### src/rtl/ttt_board_engine.sv
// Board datapath for the tic-tac-toe controller: 3x3 occupancy masks, turn owner,
// per-turn timer, random-move picker and the status flags the controller branches on.
module ttt_board_engine #(
    parameter int unsigned TIMEOUT_CYCLES = 750000000,
    parameter logic [7:0]  LFSR_SEED      = 8'hA5
) (
    input  logic       clk,
    input  logic       rst,
    input  logic       player_one_first,
    input  logic       player_two_first,
    input  logic       create_board,
    input  logic       start_timer,
    input  logic       check_player_move,
    input  logic       make_random_move,
    input  logic       make_player_move,
    input  logic       check_winner,
    input  logic       check_full_board,
    input  logic       change_turn,
    input  logic       btn_confirm,
    input  logic [3:0] cell_sel,
    output logic       player_move,
    output logic       time_out,
    output logic       valid_move,
    output logic       winner,
    output logic       full_board,
    output logic       current_player,
    output logic [8:0] board_x,
    output logic [8:0] board_o,
    output logic [1:0] winner_id
);

    localparam int unsigned TW = ($clog2(TIMEOUT_CYCLES) < 1) ? 1 : $clog2(TIMEOUT_CYCLES);
    localparam logic [TW-1:0] T_LAST = TW'(TIMEOUT_CYCLES - 1);

    // Winning lines as cell masks, bit i = cell i (row-major).
    localparam logic [8:0] LINES [8] = '{
        9'b000_000_111, 9'b000_111_000, 9'b111_000_000,
        9'b001_001_001, 9'b010_010_010, 9'b100_100_100,
        9'b100_010_001, 9'b001_010_100
    };

    logic [3:0]    pending_cell;
    logic [TW-1:0] timer;
    logic [7:0]    lfsr;

    logic [8:0]  occupied;
    logic [15:0] occupied_ext;
    logic [8:0]  own_mask;
    logic [8:0]  pending_bit;
    logic        confirm_ok;
    logic        timer_clear;
    logic        timer_last;
    logic        cmd_create;
    logic        cmd_make;
    logic        cmd_random;
    logic        cmd_turn;
    logic        cmd_first;
    logic [3:0]  start_cell;
    logic [4:0]  probe;
    logic [3:0]  random_cell;
    logic        random_found;
    logic        lfsr_fb;

    // The check strobes only mark when the controller samples; the flags are always live.
    logic unused_strobes;
    assign unused_strobes = check_player_move | check_full_board;

    // Illegal overlapping strobes resolve to exactly one effective command.
    assign cmd_create = create_board;
    assign cmd_make   = make_player_move & ~create_board;
    assign cmd_random = make_random_move & ~create_board & ~make_player_move;
    assign cmd_turn   = change_turn & ~create_board & ~make_player_move & ~make_random_move;
    assign cmd_first  = (player_one_first | player_two_first)
                        & ~create_board & ~make_player_move & ~make_random_move & ~change_turn;

    assign occupied     = board_x | board_o;
    assign occupied_ext = {7'b0, occupied};
    assign own_mask     = current_player ? board_o : board_x;
    assign pending_bit  = 9'b1 << pending_cell;

    assign valid_move = (pending_cell <= 4'd8) && !occupied_ext[pending_cell];
    assign full_board = &occupied;

    always_comb begin
        winner = 1'b0;
        for (int i = 0; i < 8; i++) begin
            if ((own_mask & LINES[i]) == LINES[i]) begin
                winner = 1'b1;
            end
        end
    end

    assign confirm_ok  = start_timer & btn_confirm & ~player_move;
    assign timer_clear = cmd_create | cmd_turn;
    assign timer_last  = (timer == T_LAST);

    // First empty cell scanning upward from lfsr mod 9; the descending loop lets the
    // smallest offset win.
    assign start_cell = 4'(lfsr % 8'd9);

    always_comb begin
        probe        = '0;
        random_found = 1'b0;
        random_cell  = pending_cell;
        for (int k = 8; k >= 0; k--) begin
            probe = 5'(start_cell) + 5'(k);
            if (probe >= 5'd9) begin
                probe = probe - 5'd9;
            end
            if (!occupied_ext[probe[3:0]]) begin
                random_found = 1'b1;
                random_cell  = probe[3:0];
            end
        end
    end

    // A confirm landing on the terminal count wins; the timer then holds so the
    // timeout fires on the next counting cycle instead of being lost.
    always_ff @(posedge clk or negedge rst) begin
        if (!rst) begin
            timer    <= '0;
            time_out <= 1'b0;
        end else begin
            time_out <= start_timer & timer_last & ~confirm_ok & ~timer_clear;
            if (timer_clear) begin
                timer <= '0;
            end else if (start_timer) begin
                if (!timer_last) begin
                    timer <= timer + TW'(1);
                end else if (!confirm_ok) begin
                    timer <= '0;
                end
            end
        end
    end

    always_ff @(posedge clk or negedge rst) begin
        if (!rst) begin
            player_move  <= 1'b0;
            pending_cell <= 4'd0;
        end else begin
            player_move <= confirm_ok;
            if (cmd_random && random_found) begin
                pending_cell <= random_cell;
            end else if (confirm_ok) begin
                pending_cell <= cell_sel;
            end
        end
    end

    always_ff @(posedge clk or negedge rst) begin
        if (!rst) begin
            board_x <= '0;
            board_o <= '0;
        end else if (cmd_create) begin
            board_x <= '0;
            board_o <= '0;
        end else if (cmd_make && valid_move) begin
            if (current_player) begin
                board_o <= board_o | pending_bit;
            end else begin
                board_x <= board_x | pending_bit;
            end
        end
    end

    always_ff @(posedge clk or negedge rst) begin
        if (!rst) begin
            current_player <= 1'b0;
        end else if (cmd_turn) begin
            current_player <= ~current_player;
        end else if (cmd_first) begin
            current_player <= ~player_one_first;
        end
    end

    always_ff @(posedge clk or negedge rst) begin
        if (!rst) begin
            winner_id <= 2'd0;
        end else if (cmd_create) begin
            winner_id <= 2'd0;
        end else if (check_winner && winner) begin
            winner_id <= current_player ? 2'd2 : 2'd1;
        end
    end

    // Fibonacci taps 8,6,5,4: maximal length, so a nonzero seed never reaches zero.
    assign lfsr_fb = lfsr[7] ^ lfsr[5] ^ lfsr[4] ^ lfsr[3];

    always_ff @(posedge clk or negedge rst) begin
        if (!rst) begin
            lfsr <= LFSR_SEED;
        end else begin
            lfsr <= {lfsr[6:0], lfsr_fb};
        end
    end

endmodule

### config.mk
export PLATFORM = sky130hd
export DESIGN_NAME = ttt_board_engine
export DESIGN_NICKNAME = d
export VERILOG_FILES = /design/src/rtl/ttt_board_engine.sv
export SDC_FILE = /design/constraint.sdc
export NUM_CORES = 1
export LEC_CHECK = 0
export CAP_MARGIN = 20
export CORE_AREA = 2 2 160 162
export DETAILED_ROUTE_END_ITERATION = 10
export DIE_AREA = 0 0 162 164
export GPL_TIMING_DRIVEN = 0
export PLACE_DENSITY = 0.55
export SLEW_MARGIN = 20
export SYNTH_ARGS = -nofsm -noshare
export SYNTH_HDL_FRONTEND = slang
export SYNTH_SLANG_ARGS = --single-unit
### constraint.sdc
create_clock -name clk -period 10.3 [get_ports clk]
set_input_delay 3.09 -clock clk [delete_from_list [all_inputs] [get_ports clk]]
set_output_delay 3.09 -clock clk [all_outputs]
set_load 0.02 [all_outputs]
## After elaboration in Yosys (flattened, before gate mapping)

Index checks and enable logic that the tools add are counted.

- Output and inout port bits: 26
- Bits of input ports: 17
- Register bits after elaboration: 65
- Word-level logic and storage cells: 182

- Multiplexer cells: 73
- Shifts and indexed selects: 1
- Divide/modulo/power cells: 1
- Reductions and logical operators: 16
- Bitwise gates (word level): 32
- Magnitude comparators: 20
- Equal/unequal tests: 12
- Add/sub/neg operators: 18

Operators with widths:

| operator | count |
|---|---|
| 2-to-1 mux 30 bit | 4 |
| 2-to-1 mux 4 bit | 20 |
| 2-to-1 mux 9 bit | 7 |
| less-than comparator 4 x 5 -> 1 bit, second input constant | 10 |
| binary-select mux 1 bit (select 4 bit) | 10 |
| >= comparator 5 x 4 -> 1 bit, second input constant | 8 |
| subtractor 4 bit, second input constant | 9 |
| adder 30 x 1 -> 30 bit, second input constant | 1 |
| == test 30 bit, second input constant | 1 |
| 2-to-1 mux 1 bit | 29 |
| OR 9 bit | 3 |
| == test 3 bit, second input constant | 8 |
| adder 4 x 3 -> 5 bit, second input constant | 4 |
| bitwise AND 1 bit | 15 |
| nonzero test 2 bit | 6 |
| adder 4 x 2 -> 5 bit, second input constant | 2 |
| != test 10 bit, second input constant | 1 |
| inverter 1 bit | 9 |
| AND reduction 9 bit | 1 |
| << shifter 1 x 4 -> 9 bit, first input constant | 1 |
| remainder unit 8 x 4 -> 8 bit, second input constant | 1 |
| AND reduction 2 bit | 4 |
| 2-to-1 mux 2 bit | 3 |
| adder 4 x 1 -> 5 bit, second input constant | 1 |
| other kinds (9) | 15 |

## Depth between registers and ports, before layout

Gate-level depths: netlist of the first run.

- Depth in word-level cells: 18
- Gate-level depth with buffers: 38
- Gate-level depth less buffers: 32

## Worst setup path before layout of the first run

No wires, ideal clock.

- Kind: register to register
- Start: register lfsr[2]
- End: register pending_cell[1]
- Slack: 2643 ps
- Data required time: 10182 ps
- Path buffers: 5
- Cell stages (with the launch flop): 35
- Clock period less this slack: 7657 ps
- Data arrival time: 7539 ps
- Library setup time: 118 ps
- Cell sequence: dfstp_2 buf_2 and2b_1 o21ai_1 a22oi_4 ha_1 inv_1 a211o_1 o211a_1 buf_6 xnor2_1 ha_1 inv_1 nor2_1 a22oi_1 o2111ai_1 o2111a_2 xnor2_4 inv_2 buf_2 buf_2 ha_1 clkbuf_1 inv_1 xnor2_1 nor4_1 or2_2 o21ai_1 mux2_2 o32a_1 o31ai_1 or3b_1 and4b_1 a2111o_1 a21o_1

- Longest elaborated chain between the ends: 18

RTL lines:

| what | RTL line | source |
|---|---|---|
| start: declaration | 44 | `logic [7:0] lfsr;` |
| start signal: assignment | 194 | `lfsr <= {lfsr[6:0], lfsr_fb};` |
| remainder unit 8 x 4 -> 8 bit * | 99 | `assign start_cell = 4'(lfsr % 8'd9);` |
| adder 4 x 4 -> 5 bit | 106 | `probe = 5'(start_cell) + 5'(k);` |
| subtractor 4 bit or >= comparator 5 x 4 -> 1 bit (tied branches) | 108, 107 |  |
| 2-to-1 mux 4 bit | 107 | `if (probe >= 5'd9) begin` |
| binary-select mux 1 bit (select 4 bit) | 110 | `if (!occupied_ext[probe[3:0]]) begin` |
| 2-to-1 mux 1 bit (not written as such) | 110 |  |
| 2-to-1 mux 1 bit (9 in a row) | 110 |  |
| logical AND 1 bit | 143 | `if (cmd_random && random_found) begin` |
| != test 10 bit (no line) or nonzero test 2 bit (tied branches) | -- |  |
| AND reduction 2 bit (no line) | -- |  |
| end signal: assignment | 144 | `pending_cell <= random_cell;` |
| end signal: assignment | 146 | `pending_cell <= cell_sel;` |
| end: declaration | 42 | `logic [3:0] pending_cell;` |

Mark *: on every way between the ends. The rest lies on a longest branch, timed or not. The select of a mux whose other input is x is not followed.
A chain may end at the register's enable or synchronous reset.

## Worst setup path after layout of the first run

- Start: register lfsr[4]
- End: register pending_cell[2]

The elaborated chain is that of the path after synthesis.

==> flow_summary.toml, run 1 <==
[final_layout]
drive_gt1_share_pct = 10.5
mostFrequentLayoutCells = "nor2_1 (108), nand2_1 (84), dfrtp_1 (61)"
design_area_mm2 = 0.00844
final_common_cell = "nor2_1"
diodes = 0
area_delta_synth_final_pct = 15.1
final_nets = 1007

[sta]
clock_skew_ns = 0.0110
tns_ns = 0
hold_viol = 0
tightest_slew_ns = 0.932
setup_viol = 0
slew_violations = 0
fin_crit_sh_pct = 91.2
rsz0062_at_grt = "false"
fmax_mhz = 106
slew_headroom_pct = 37.9
fin_ws_ns = 0.908
finalWorstPathRequiredPeriod_ns = 9.39

[routing]
routed-wl-met3_mm = 1.79
first_iter_violations = 750
drc = 0
wl_per_cell_um = 19.1
vias_per_cell = 5.81
ant_nets = 0
route.met2.wl_mm = 11.5
vias = 7555
drt-met1-wl_mm = 10.7
drt_wl_total_mm = 24.9
maxUsedRoutingLayer = "met4"
dr.pass1.iters = 6

[synthesis]
synth.area.top_cells = "dfrtp_1 (21%), nor2_1 (5.5%), mux2i_1 (5.3%)"
synth_top_area_cell = "dfrtp_1"
synth_edf_count = 0
yosys.area.top_type_share_pct = 20.8
ys.flop_type = "dfrtp_1"
ys_types = 101
syn_inst = 914
ys_warn_count = 0
synthArstFlopShare_pct = 100
syn_area_mm2 = 0.00733
ys_ff_latch = 65
avgSynthCellArea_um2 = 8.02
synthesis.nets = 956
synth_seq_area_share_pct = 22.3

[critical_path]
cp-start-kind = "flop"
slowest_delay_ns = 0.53
slowest_stage = "clkbuf_1"
crit_fanout = 12
rr_worst_depth = 36
crit_arrival_ns = 9.61
reg2reg_to = "pending_cell[2]"
endpoint_kind = "flop"
r2r_start = "lfsr[4]"
critPathLaunch = "lfsr[4]"
reg2reg_slack_ns = 0.91
crit_end = "pending_cell[2]"
worstPathRequired_ns = 10.52
path_class = "reg -> reg"

[run_status]
status = "finished clean"

[grt]
grt_usage_pct = 18.7
antenna_found_initial = 0
grt_max_degree = 36
grt-ovfl-total = 0
grt_pass1_vias = 7173
grt_pass1_wl_mm = 39.4

[place]
place.gp.congestion = 0.961
hpwlAfterDp_mm = 18.8
placed_area_mm2 = 0.00815
portBuffers = 39
dp_worst_setup_slack_ns = 0.627

[power_and_ir_drop]
power_frac_seq_pct = 38.4
power.density_mw_per_mm2 = 87.3
p_sw_share_pct = 32.8
p_switching_uw = 241
leakage_nw = 3.20
power_frac_clock_pct = 37.8
power_uw = 737
p_int_uw = 495
peakVddDrop_mv = 0.0888
combPwrFrac_pct = 23.8

[clock_network]
cts_htree_levels = 3
cts_tree = "done"
numCtsBuffers = 9
clkTransAtPathRegs_ns = 0.06
hold_buffers = 0
postCtsSetupRepairBufs = 0
clock-sinks = 65
insertion_delay_ns = 0.33
clock_path_buffers = 2
clk_root_buffer_cell = "clkbuf_16"

[die]
die_w_um = 162
start_util_pct = 29.5
die-area_mm2 = 0.0266
die_h_um = 164
fp-row-count = 58
ioPinCount = 43
core-area_mm2 = 0.0248

[min_path]
hold_class = "reg -> reg"

[job]
cap_violations = 0
==> layout make-up <==
| cell class | count | area (µm²) |
|---|---|---|
| Timing Repair Buffer | 40 | 408 |
| Inverter | 26 | 100 |
| Sequential cell | 65 | 1630 |
| Multi-Input combinational cell | 781 | 5410 |
| Buffer | 42 | 204 |
| Clock inverter | 6 | 45.0 |
| Clock buffer | 10 | 229 |
| Fill cell | 2606 | 16400 |
| Tap cell | 330 | 413 |
==> cell usage after synthesis (7+ instances only) <==
library cell	count
nand3_1	38
or2_2	12
a31oi_1	20
nand4_1	12
mux2i_1	39
o221ai_1	7
inv_1	22
nor3_1	24
mux2_2	10
xnor2_1	32
o31ai_1	10
o21ai_0	50
o211ai_1	10
nand2b_1	11
o21ai_1	8
a211oi_1	16
a22oi_1	8
nor4_1	10
ha_1	25
clkbuf_1	23
a22o_1	7
a221oi_1	7
dfrtp_1	61
o2111ai_1	7
nor2_1	108
nand2_1	84
or3_1	8
buf_2	9
and3_1	9
xor2_1	14
a21oi_1	52
nor2b_1	8
o22ai_1	7
==> cells by family after synthesis <==
family                   count (synthesis)  share of synthesized area, %
flip-flops                              65                          22.3
buffers and inverters                   68                          4.13
XOR/XNOR                                51                          7.07
adder cells (fa/ha/maj)                 25                          4.27
multiplexers                            59                          9.71
AO/OA/AOI/OAI                          290                          29.0
AND/OR/NAND/NOR                        356                          23.6
==> how the worst min path moves through the flow <==
stage	to	cells past startpoint	slack (ns)	startpoint
finish	lfsr[7]	0	0.41	lfsr[6]
CTS	lfsr[7]	0	0.41	lfsr[6]
detailed placement	lfsr[7]	0	0.40	lfsr[6]
global route	lfsr[3]	0	0.42	lfsr[2]
global placement	lfsr[7]	0	0.39	lfsr[6]
floorplan	lfsr[7]	0	0.37	lfsr[6]
==> worst max-delay path: cells and delay by family, from the launching register on <==
family                   cells  cell delay (ns)
AND/OR/NAND/NOR              5             1.23
flip-flops                   1             0.49
XOR/XNOR                     2             0.42
buffers and inverters        9             2.33
AO/OA/AOI/OAI               15             3.73
adder cells (fa/ha/maj)      3             0.71
multiplexers                 2             0.35
==> flip-flops by register name (all words and copies together) (netlist names) <==
register        count
timer              30
board_o             9
board_x             9
lfsr                8
pending_cell        4
winner_id           2
current_player      1
player_move         1
time_out            1
==> power groups by stage <==
stage	registers (mW)	clock network, mW	logic [mW]
after detailed placement	0.287	0	0.173
final	0.283	0.279	0.176
after global routing	0.284	0.297	0.191
after floorplan	0.288	0	0.0999
after global placement	0.287	0	0.172
after CTS	0.282	0.288	0.174
==> through the flow <==
step / cells / util (%) / hold slack [ns]
floorplan: 914 / - / 0.371
global placement: 1283 / 32.8 / 0.392
detailed placement: 1284 / 32.8 / 0.401
CTS: 1300 / 33.9 / 0.412
global route: 1300 / 34.0 / 0.421
finish: 1300 / 34.0 / 0.408
==> metal layers <==
layer / track usage [%] / up-vias
met1: 24.4 / 3595
met5: 0 / -
met4: 6.96 / 0
met2: 31.0 / 326
met3: 3.03 / 66
li1: - / 3568
==> repair_timing <==
| action | 4_1_cts | 5_1_grt |
|---|---|---|
| endpoints found under the setup margin | 0 | 4 |
| endpoints found under the hold margin | 0 | 0 |
| gates resized for setup | 0 | 4 |
(Power assumes the default switching activity.)
==> inputs of run 2 (changes only) <==
==> constraint.sdc (replaced) <==
create_clock -name clk -period 9.45 [get_ports clk]
set_input_delay 2.835 -clock clk [delete_from_list [all_inputs] [get_ports clk]]
set_output_delay 2.835 -clock clk [all_outputs]
set_load 0.02 [all_outputs]
==> flow_summary.toml, run 2 (synthesis results as in run 1) <==
[grt]
grt_usage_pct = 18.7
grt_pass1_vias = 7194
antenna_found_initial = 0
grt-ovfl-total = 0
grt_max_degree = 36
grt_pass1_wl_mm = 39.5

[clock_network]
clk_root_buffer_cell = "clkbuf_16"
hold_buffers = 0
cts_htree_levels = 3
insertion_delay_ns = 0.33
clkTransAtPathRegs_ns = 0.06
clock_path_buffers = 2
cts_tree = "done"
numCtsBuffers = 9
clock-sinks = 65

[final_layout]
mostFrequentLayoutCells = "nor2_1 (105), nand2_1 (83), dfrtp_1 (61)"
drive_gt1_share_pct = 12.1
top_regs = "timer (30), board_o (9), board_x (9)"
largest_reg_flops = 30
final_nets = 1007
fillers = 2602
design_area_mm2 = 0.00850
area_delta_synth_final_pct = 15.9
final_common_cell = "nor2_1"
diodes = 0
top_register = "timer"

[die]
die-area_mm2 = 0.0266
die_w_um = 162
fp-row-count = 58
core-area_mm2 = 0.0248
start_util_pct = 29.5
die_h_um = 164
ioPinCount = 43

[routing]
first_iter_violations = 712
wl_per_cell_um = 19.2
dr.pass1.iters = 5
drt_wl_total_mm = 25.0
vias_per_cell = 5.80
vias = 7543
ant_nets = 0
drc = 0

[place]
hpwlAfterDp_mm = 18.8
portBuffers = 39
place.gp.congestion = 0.961
placed_area_mm2 = 0.00815

[power_and_ir_drop]
power_frac_seq_pct = 38.3
leakage_nw = 3.21
p_sw_share_pct = 32.9
combPwrFrac_pct = 23.9
peakVddDrop_mv = 0.0968
p_switching_uw = 264
power_frac_clock_pct = 37.9
power.density_mw_per_mm2 = 94.7
p_int_uw = 540

[critical_path]
endpoint_kind = "flop"
slowest_stage = "dfstp_2"
cp-start-kind = "flop"
slowest_delay_ns = 0.51
crit_fanout = 13
crit_arrival_ns = 9.03
worstPathRequired_ns = 9.67
path_class = "reg -> reg"
rr_worst_depth = 35

[sta]
finalWorstPathRequiredPeriod_ns = 8.81
setup_viol = 0
rsz0062_at_grt = "false"
tightest_slew_ns = 0.960
hold_viol = 0
slew_violations = 0
clock_skew_ns = 0.0110
slew_headroom_pct = 36.0
fmax_mhz = 113
whs_ns = 0.408
fin_crit_sh_pct = 93.3

[min_path]
hold_class = "reg -> reg"
hold-path-cell-count = 0

[job]
cap_violations = 0

[run_status]
status = "finished clean"
run 2: worst max-delay path, delay by kind of cell (launching register included):
kind,cells,cell delay (ns)
buffers and inverters,10,2.05
AO/OA/AOI/OAI,12,2.81
AND/OR/NAND/NOR,6,1.53
multiplexers,1,0.38
flip-flops,1,0.51
adder cells (fa/ha/maj),3,0.73
XOR/XNOR,3,0.67
run 2: metal layers:
| layer | vias up | routed length [µm] | global-route usage, % | share of wire (%) |
|---|---|---|---|---|
| met4 | 0 | 664 | 6.96 | 2.7 |
| met2 | 323 | 11700 | 31.1 | 47 |
| met1 | 3603 | 10900 | 24.4 | 44 |
| met5 | - | 0 | 0 | 0 |
| li1 | 3563 | - | - | - |
| met3 | 54 | 1730 | 3.01 | 6.9 |
run 2: timing repair:
action	4_1_cts	5_1_grt
pin swaps	0	2
gates resized for setup	2	23
endpoints found under the setup margin	4	4
buffers inserted	0	1
run 2: worst paths after layout:
| kind | from | end | slack [ns] |
|---|---|---|---|
| worst min-delay path | lfsr[6] | lfsr[7] | 0.41 |
| worst max register to register | lfsr[7] | pending_cell[1] | 0.64 |
| worst min register to register | lfsr[6] | lfsr[7] | 0.41 |
| min in group asynchronous | rst | timer[0] | 2.43 |
| max in group asynchronous | rst | lfsr[7] | 6.42 |
| worst max-delay path | lfsr[7] | pending_cell[1] | 0.64 |
run 2: metrics by stage:
step / std cells / total power, mW / setup TNS (ns) / worst slack, ns / util [%]
6_report: 1300 / 0.805 / 0 / 0.636 / 34.2
5_1_grt: 1300 / 0.843 / 0 / 0.0150 / 34.2
4_1_cts: 1300 / 0.812 / 0 / 0.0809 / 34.0
3_5_place_dp: 1284 / 0.501 / -0.643 / -0.223 / 32.8
3_3_place_gp: 1283 / 0.500 / -0.682 / -0.237 / 32.8
2_1_floorplan: 914 / 0.423 / 0 / 1.79 / -
run 2: cell type report:
class	count	area, µm²	share of cell area [%]
clock inverters	6	45.0	0.530
multi-input cells	781	5460	64.2
clock buffers	10	229	2.69
flip-flops and latches	65	1630	19.2
well taps	330	413	4.86
repair buffers	41	415	4.89
plain buffers	41	208	2.44
inverters	26	100	1.18
run 2: power groups by stage:
stage / Clock (mW) / Combinational, mW / Sequential (mW)
floorplan: 0 / 0.109 / 0.314
global placement: 0 / 0.188 / 0.313
detailed placement: 0 / 0.189 / 0.312
CTS: 0.314 / 0.190 / 0.307
global route: 0.324 / 0.209 / 0.310
finish: 0.305 / 0.192 / 0.308
